===== config.mk =====
export PLATFORM = sky130hd
export DESIGN_NAME = serial_subtractor
export DESIGN_NICKNAME = d
export VERILOG_FILES = /design/src/rtl/serial_subtractor.sv
export SDC_FILE = /design/constraint.sdc
export NUM_CORES = 1
export LEC_CHECK = 0
export BUFFER_PORTS_ARGS = -buffer_cell sky130_fd_sc_hd__buf_2
export CORE_MARGIN = 5
export CORE_UTILIZATION = 40
export DETAILED_ROUTE_END_ITERATION = 10
export GPL_TIMING_DRIVEN = 0
export SYNTH_ARGS = -nofsm -noshare
export SYNTH_HDL_FRONTEND = slang
export SYNTH_SLANG_ARGS = --single-unit

===== constraint.sdc =====
create_clock -name clk -period 4.3 [get_ports clk]
set_input_delay 0.43 -clock clk [delete_from_list [all_inputs] [get_ports clk]]
set_output_delay 0.43 -clock clk [all_outputs]
set_load 0.005 [all_outputs]

===== src/rtl/serial_subtractor.sv =====
// serial_subtractor: unsigned a - b over WIDTH bits, DIGIT bits per clock, borrow ripples through a register.
// Latency: start at edge t -> busy t..t+N, results and done pulse at edge t+N (N = WIDTH/DIGIT), N+2 cycles per op.
// Backpressure: none; start is only sampled in IDLE and ignored while RUN or DONE.
//
// Ports:
//   clk, rst_n          clock (rising edge) and asynchronous active-low reset
//   start, a, b         request and operands, sampled together in IDLE
//   busy, done          busy while digits are being processed; done is a one-cycle pulse
//   diff, borrow_out,   result, final borrow (a < b) and diff == 0; all hold until
//   zero                the next completion
//
// Build option: define SERIAL_SUB_SAT_EN for saturating subtraction (underflow gives diff = 0).
module serial_subtractor #(
  parameter int WIDTH = 8,
  parameter int DIGIT = 1
) (
  input  logic             clk,
  input  logic             rst_n,
  input  logic             start,
  input  logic [WIDTH-1:0] a,
  input  logic [WIDTH-1:0] b,
  output logic             busy,
  output logic             done,
  output logic [WIDTH-1:0] diff,
  output logic             borrow_out,
  output logic             zero
);

  localparam int N  = WIDTH / DIGIT;
  localparam int CW = (N > 1) ? $clog2(N) : 1;
  localparam logic [CW-1:0] LAST = CW'(N - 1);

  typedef enum logic [1:0] {
    IDLE = 2'd0,
    RUN  = 2'd1,
    DONE = 2'd2
  } state_t;

  state_t state, state_nx;

  logic [WIDTH-1:0] a_sh;
  logic [WIDTH-1:0] b_sh;
  logic [WIDTH-1:0] res_sh;
  logic [WIDTH-1:0] res_nx;
  logic [WIDTH-1:0] fin_d;
  logic [CW-1:0]    cnt;
  logic             brw;
  logic [DIGIT:0]   dig;
  logic             last_dig;

  // One digit of the borrow chain: the top bit of the DIGIT+1 wide result is the borrow out.
  assign dig = {1'b0, a_sh[DIGIT-1:0]} - {1'b0, b_sh[DIGIT-1:0]} - {{DIGIT{1'b0}}, brw};

  // Result digits enter at the MSB end, so after N shifts digit 0 sits at the LSB.
  generate
    if (DIGIT == WIDTH) begin : g_single
      assign res_nx = dig[DIGIT-1:0];
    end else begin : g_multi
      assign res_nx = {dig[DIGIT-1:0], res_sh[WIDTH-1:DIGIT]};
    end
  endgenerate

`ifdef SERIAL_SUB_SAT_EN
  assign fin_d = dig[DIGIT] ? '0 : res_nx;
`else
  assign fin_d = res_nx;
`endif

  assign last_dig = (state == RUN) && (cnt == LAST);

  always_ff @(posedge clk or negedge rst_n) begin
    if (!rst_n) begin
      state <= IDLE;
    end else begin
      state <= state_nx;
    end
  end

  always_comb begin
    state_nx = state;
    case (state)
      IDLE:    if (start) state_nx = RUN;
      RUN:     if (cnt == LAST) state_nx = DONE;
      DONE:    state_nx = IDLE;
      default: state_nx = IDLE;
    endcase
  end

  always_ff @(posedge clk or negedge rst_n) begin
    if (!rst_n) begin
      a_sh       <= '0;
      b_sh       <= '0;
      res_sh     <= '0;
      cnt        <= '0;
      brw        <= 1'b0;
      diff       <= '0;
      borrow_out <= 1'b0;
      zero       <= 1'b0;
    end else begin
      if (state == IDLE && start) begin
        a_sh   <= a;
        b_sh   <= b;
        res_sh <= '0;
        cnt    <= '0;
        brw    <= 1'b0;
      end else if (state == RUN) begin
        a_sh   <= a_sh >> DIGIT;
        b_sh   <= b_sh >> DIGIT;
        res_sh <= res_nx;
        brw    <= dig[DIGIT];
        cnt    <= cnt + CW'(1);
      end
      // Published results only move on the final digit so they stay stable between operations.
      if (last_dig) begin
        diff       <= fin_d;
        borrow_out <= dig[DIGIT];
        zero       <= (fin_d == '0);
      end
    end
  end

  assign busy = (state == RUN);
  assign done = (state == DONE);

endmodule


; ---- After elaboration in Yosys (flattened, before gate mapping)
; Cells that the tools add are included.
[word_totals]
reg_bits = 40
out_inout_bits = 12
word_cells = 36
[op_classes]
n_addsub = 3
eq_ne = 5
mux = 13
reduce_logical = 6
[ops]
columns = cell, n
row1 = $mux W8, 6
row2 = $logic_not A8 Y1, 1
row3 = $mux W3, 2
row4 = $mux W2, 2
row5 = $pmux W2 S2, 1
row6 = $add A3 B1 Y3 const B, 1
row7 = $eq A3 B3 Y1 const B, 1
row8 = $eq A2 B1 Y1 const B, 1
row9 = $eq A2 B2 Y1 const B, 1
row10 = $logic_and A1 B1 Y1, 2
row11 = $logic_not A2 Y1, 1
row12 = $mux W1, 2
row13 = $ne A2 B1 Y1 const B, 1
row14 = $ne A2 B2 Y1 const B, 1
row15 = $reduce_and A2 Y1, 1
row16 = $reduce_bool A2 Y1, 1
row17 = $sub A1 B1 Y2, 1
row18 = $sub A2 B1 Y2, 1

; ---- Logic depth before layout (Yosys ltp)
; Gate-level depths: netlist of the first run.
[depth]
word_depth = 4
depth_mapped = 6
ltp_nobuf = 5

; ---- Worst setup path before layout of the first run
; OpenSTA, ideal clock, no wires.
[synth_timing]
path_type = register -> register
start = reg cnt[0]
end = reg diff[2]
setup_ns = 0.127
arrival_ns = 1.306
path_slack_ns = 2.867
stages_incl_launch_ff = 6
n_path_buf = 1
period_less_slack_ns = 1.433
path_cell_list = dfrtp_1 -> ha_1 -> ha_1 -> nand3b_4 -> buf_6 -> mux2_1
[synth_between]
elab_chain_len = 2
[synth_rtl]
columns = element, line
row1 = start: declaration, 46  ; logic [CW-1:0] cnt;
row2 = start signal: assignment, 111  ; cnt <= cnt + CW'(1);
row3 = $eq A3 B3 Y1, 69  ; assign last_dig = (state == RUN) && (cnt == LAST);
row4 = $logic_and A1 B1 Y1, 69
row5 = end signal: assignment, 115  ; diff <= fin_d;
row6 = end: declaration, 24  ; output logic [WIDTH-1:0] diff,
; No other way between the ends.
; A chain may end at the register's enable or synchronous reset.

; ---- Worst setup path in the final report of the first run
[layout_timing]
start = reg state[1]
end = out busy
[layout_between]
elab_chain_len = 1
[layout_rtl]
columns = element, line
row1 = start: declaration, 39  ; state_t state, state_nx;
row2 = start signal: assignment, 75  ; state <= state_nx;
row3 = $eq A2 B1 Y1, 122  ; assign busy = (state == RUN);
row4 = end: declaration, 22  ; output logic busy,
; No other way between the ends.

==> results of run 1 <==
[cell usage after synthesis]
cell type	n
a2bb2oi_1	1
buf_4	3
nand2_1	17
ha_1	2
and2b_1	1
nor2b_1	4
inv_1	3
nand3b_4	1
clkbuf_1	1
dfrtp_1	39
nor4_1	1
fa_1	1
mux2_2	3
nor4b_1	1
mux2_1	5
buf_2	4
o21ai_0	18
a22oi_1	14
buf_6	1
nand2b_1	1
a22o_1	11
inv_2	1
nor2_1	1
o21bai_2	1
a21oi_1	2
[layout make-up]
cell class / count / area (um2) / area share, %
Buffer: 9 / 57.6 / 2.96
Clock buffer: 6 / 72.6 / 3.73
Clock inverter: 2 / 12.5 / 0.644
Inverter: 4 / 15.0 / 0.772
Multi-Input combinational cell: 85 / 598 / 30.8
Sequential cell: 39 / 976 / 50.2
Tap cell: 50 / 62.6 / 3.22
Timing Repair Buffer: 30 / 150 / 7.72
[worst paths after layout]
kind / cells after the start / endpoint / startpoint
max reg2reg: 5 / zero / a_sh[0]
min reg2reg: 2 / zero / zero
max in group asynchronous: 1 / b_sh[6] / rst_n
min in group clk: 2 / b_sh[7] / b[7]
min: 1 / diff[0] / rst_n
max: 5 / busy / state[1]
[kinds of logic (layout without fill, tap and decap cells)]
kind of cell	Yosys count	in the layout	synth area share [%]
AOI/OAI and AO/OA	47	47	19.5
muxes	8	8	5.47
and+or+nand+nor	27	27	8.59
buffers and inverters	13	51	4.41
adders and majority gates	3	3	2.74
DFF	39	39	59.3
[layer usage]
metal	vias to the layer above	global-route usage (%)	share of wire, %
met5	-	0	0
met4	0	4.83	0.93
met3	5	4.86	6.3
met2	32	21.6	46
met1	572	18.8	46
li1	566	-	-
[flip-flops by register name (all words and copies together), names as in the netlist]
register    cells
brw             1
borrow_out      1
res_sh          7
diff            8
cnt             3
zero            1
state           2
b_sh            8
a_sh            8
[power breakdown]
group	total [mW]	internal [mW]	switching, mW
combinational	0.437	0.216	0.222
clock	0.235	0.113	0.122
sequential	0.600	0.511	0.0895
total	1.27	0.840	0.433
==> results by group, run 1 <==
Run status
  • Status: complete, no violations

Setup path
  • Crit path arrival time: 1500 ps
  • Worst Path Buf+Inv: 4
  • Worst setup EP type: primary output
  • Top cell family by delay on the critical path: buffers and inverters
  • Register-to-Register Setup Slack: 2720 ps
  • Startpoint types: flip-flop
  • Critical path fanouts, max: 10
  • Required @ worst endpoint: between 3000 and 4000 ps
  • CP dominant cell by count: buf_2
  • CP max stage delay: 380 ps
  • CP max-delay cell: dfrtp_1
  • CP Cell Sequence: buf_2, nand2b_1, inv_2, buf_2, buf_2
  • Crit path kind: reg2out

Detailed routing
  • Iteration-0 DRC Markers: 90
  • Routed wire per std cell: 14.8 um
  • Antenna-violating nets left: 0
  • Vias per inst: 5.22
  • Via count: 1,175
  • Drt total wl: 3320 um
  • DRC: 0
  • DR pass1 iterations: 4

Yosys
  • Synthesized area per cell: 12.0 um2
  • Cell variety after synth: 25
  • Mapped cell area: ~1600 um2
  • Yosys warns: 0
  • Post-Syn Instances: 137
  • Top post-synthesis cells by area: dfrtp_1 59%, a22oi_1 6.4%, a22o_1 5.9%
  • Sequential element share of the synthesized area: between 50% and 60%
  • Post-Syn Nets: around 160
  • Post-synth top area cell: dfrtp_1
  • Top-area cell type share of the netlist area: 59.3%
  • Synth Register Bits: 39

Final layout
  • Fin nets: 196
  • Design area: 1940 um2
  • Share of cells above drive strength 1: between 20% and 30%
  • Most frequent cells in the layout: 39 x dfrtp_1, 34 x buf_2, 18 x o21ai_0, 17 x nand2_1, 14 x a22oi_1
  • Total inserted antenna cells: 0
  • Fin cells: 225
  • Commonest non-fill, non-tap cell in the layout: dfrtp_1
  • Final core utilization: 48.6%
  • Fill cell count: between 300 and 400
  • Layout area overhead: 18.1%

Timing
  • Clock Skew: 8.45 ps
  • Period Utilization, post-route: 44.9%
  • Final Hold Fails: 0
  • Setup WS post-layout: 2370 ps
  • Rel. slew slack: ~42%
  • Worst hold margin: 257 ps
  • RSZ-0062 raised after global routing: false
  • Final Critical Period: 1930 ps
  • Post-route setup TNS: 0 ps
  • Fmax: 0.518 GHz
  • Pins Over Slew Limit: 0
  • Least-Margin Pin Slew: 868 ps
  • Count of final setup violators: 0

Placement
  • PortBufs: 30
  • Routability congestion estimate from global placement: about 0.76
  • Setup slack at placement: 2680 ps
  • DP Wirelength: 2370 um
  • Cell count after placement: 217
  • Placed cell area: about 1900 um2

Floorplan
  • # IOs: 31
  • Die Wd: 74.2 um
  • Die height: about 74 um
  • Starting density of the core: 41.2%
  • Die area: 5500 um2
  • FP Rows: 23
  • Core Region: 4000 um2

Min path
  • Hold Path Class: in2async

Power
  • VDD IR max: around 0.00023 V
  • PD cells: 655 nW/um2
  • Total power: between 1 and 1.5 mW
  • P_leak: 0.957 nW

CTS
  • Hold-fix buffers at CTS: 0
  • Clock sink total: 39
  • Clock slew at reported path FFs: around 70 ps
  • Cts repair resizes: 0
  • CTS buffer count: 5
  • H-tree levels: 2
  • Clock Root Buffer: clkbuf_8
  • Clock buffer depth: 2
  • Post-CTS setup buffer count: 0
  • Worst-Skew Late Latency: 290 ps
  • TritonCTS clock tree: done

Global routing
  • Largest net degree at the start of global routing: 40
  • Gr ovfl total: 0
  • Vias in the first global route: 1,235
  • GRT Resource Usage Total: 14.1%
  • Antenna violations before repair: 0
  • First-pass GRT wire length: between 5000 and 6000 um

Flow run
  • Max Cap Viol: 0
No activity file was read; power rests on OpenSTA's default activity.
==> run 2, diff against run 1 <==
==> constraint.sdc (replaced) <==
create_clock -name clk -period 1.6 [get_ports clk]
set_input_delay 0.16 -clock clk [delete_from_list [all_inputs] [get_ports clk]]
set_output_delay 0.16 -clock clk [all_outputs]
set_load 0.005 [all_outputs]
==> run 2 against run 1 <==
The flow now finishes with violations (negative hold slack). Global-route usage shrank 0.085 points. Sequential share of layout area decreased by 0.32 points. Count of clock-buffer cells in the layout unchanged. Setup slack lost 2300 ps. Cell count down 0.44%. Sequential power grew to 2.7 times the previous value. Critical path depth is 1 lower. Non-clock buffer count is 1 lower. Die area unchanged. Critical endpoint unchanged.
==> results by group, run 2 (same netlist as run 1, synthesis figures left out) <==
Global routing
  • Antenna violations before repair: 0 (unchanged)
  • First-pass GRT wire length: 5770 um (-0.36%)
  • Vias in the first global route: 1,236 (+0.081%)
  • Largest net degree at the start of global routing: 40 (unchanged)
  • GRT Resource Usage Total: 14.0% (-0.085 points)
  • Gr ovfl total: 0 (unchanged)

Final layout
  • Fin cells: 224 (-0.44%)
  • Final core utilization: 48.9% (+0.31 points)
  • Share of cells above drive strength 1: 29.3% (+0.17 points)
  • Regs by FF count: a_sh x8, b_sh x8, diff x8
  • Commonest non-fill, non-tap cell in the layout: dfrtp_1
  • Total inserted antenna cells: 0 (unchanged)
  • Design area: 1960 um2 (+0.64%)
  • Layout area overhead: 18.8%
  • Most frequent cells in the layout: 39 x dfrtp_1, 33 x buf_2, 17 x nand2_1, 17 x o21ai_0, 14 x a22oi_1
  • Fin nets: 195 (-0.51%)

Timing
  • Least-Margin Pin Slew: 853 ps (-14.4 ps)
  • Period Utilization, post-route: a little over nine tenths
  • Final Hold Fails: 39 (+39)
  • RSZ-0062 raised after global routing: true
  • Clock Skew: 9.17 ps (+0.721 ps)
  • Post-route setup TNS: 0 ps (unchanged)
  • Rel. slew slack: 43.1% (+0.96 points)
  • Fmax: roughly 0.66 GHz
  • Pins Over Slew Limit: 0 (unchanged)
  • Worst hold margin: -18.4 ps (-276 ps)
  • Count of final setup violators: 0 (unchanged)
  • Final Critical Period: 1520 ps
  • Setup WS post-layout: 79.7 ps (-2290 ps)

Floorplan
  • Starting density of the core: 41.2% (unchanged)
  • Die height: 74.2 um (unchanged)
  • # IOs: 31 (unchanged)
  • Die area: 5500 um2 (unchanged)
  • Core Region: 4000 um2 (unchanged)
  • FP Rows: 23 (unchanged)
  • Die Wd: 74.2 um (unchanged)

Setup path
  • Critical path fanouts, max: 12 (+2)
  • Crit path arrival time: 1360 ps (-140 ps)
  • Crit. Startpoint: state[1]
  • Worst setup endpoint: busy
  • Required @ worst endpoint: 1440 ps (-2430 ps)
  • Worst r2r dst: diff[5]
  • Register-to-Register Setup Slack: 80 ps (-2640 ps)
  • Reg-to-reg startpoint: cnt[0]
  • Crit path kind: reg2out
  • FF-to-FF path depth: 5 (unchanged)
  • Worst setup EP type: primary output
  • Startpoint types: flip-flop

CTS
  • Clock sink total: 39 (unchanged)
  • H-tree levels: 2 (unchanged)
  • TritonCTS clock tree: done
  • Clock Root Buffer: clkbuf_8
  • CTS buffer count: 5 (unchanged)
  • Clock slew at reported path FFs: 80 ps (about the same)
  • Clock buffer depth: 2 (unchanged)
  • Hold-fix buffers at CTS: 0 (unchanged)
  • Worst-Skew Late Latency: 290 ps (about the same)

Detailed routing
  • Routed wire per std cell: 14.8 um (+0.39%)
  • Drt total wl: 3320 um (about the same)
  • Iteration-0 DRC Markers: 57 (-37%)
  • DRC: 0 (unchanged)
  • DR pass1 iterations: 4 (unchanged)
  • Via count: 1,179 (+0.34%)
  • Antenna-violating nets left: 0 (unchanged)
  • Vias per inst: 5.26 (+0.79%)

Placement
  • PortBufs: 30 (unchanged)
  • Setup slack at placement: 23.6 ps (-2660 ps)
  • Placed cell area: 1860 um2 (unchanged)
  • Cell count after placement: 217 (unchanged)
  • DP Wirelength: 2370 um (unchanged)
  • Routability congestion estimate from global placement: 0.757 (unchanged)

Power
  • P_leak: 0.962 nW (+0.54%)
  • VDD IR max: 0.000616 V (+170%)
  • Total power: 3.48 mW (+170%)
  • PD cells: 1780 nW/um2 (+170%)

Min path
  • Hold Path Class: in2async

Flow run
  • Max Cap Viol: 0 (unchanged)

Run status
  • Status: finished with violations
  • Failing checks: negative hold slack
==> run 2: report_power, final <==
| part | internal (mW) | total, mW | leakage (nW) | switching, mW |
|---|---|---|---|---|
| Sequential | 1.37 | 1.63 | 0.507 | 0.259 |
| Combinational | 0.620 | 1.22 | 0.413 | 0.602 |
| Clock | 0.304 | 0.630 | 0.0412 | 0.326 |
==> run 2: worst min-delay path by stage <==
| stage | endpoint | from |
|---|---|---|
| after CTS | res_sh[5] | rst_n |
| after global routing | res_sh[1] | rst_n |
| after global placement | diff[0] | rst_n |
| after detailed placement | diff[0] | rst_n |
| final | brw | rst_n |
| after floorplan | a_sh[0] | rst_n |
==> run 2: routing by layer <==
layer	up-vias	GRT usage [%]	part of all wire (%)
met5	-	0	0
met4	0	4.83	0.93
met3	5	4.86	6.6
met2	36	22.1	47
met1	573	18.1	46
li1	565	-	-
==> run 2: cell type report <==
type	instances	area, um2
clock buffers	6	72.6
clock inverters	2	12.5
multi-input cells	85	613
plain buffers	8	52.6
inverters	4	17.5
fillers	388	2040
flip-flops and latches	39	976
repair buffers	30	150
well taps	50	62.6
==> run 2: repair_timing <==
item,CTS,global route
endpoints found under the setup margin,2,2
cloned,0,0
pin swaps,0,1
setup buffers,0,0
gates resized for setup,1,3
==> run 2: worst max-delay path, cell delays in order, from the launching register on <==
cell and delay, ps:
dfrtp_1 380, buf_2 180, nand2b_1 230, inv_4 150, buf_2 130
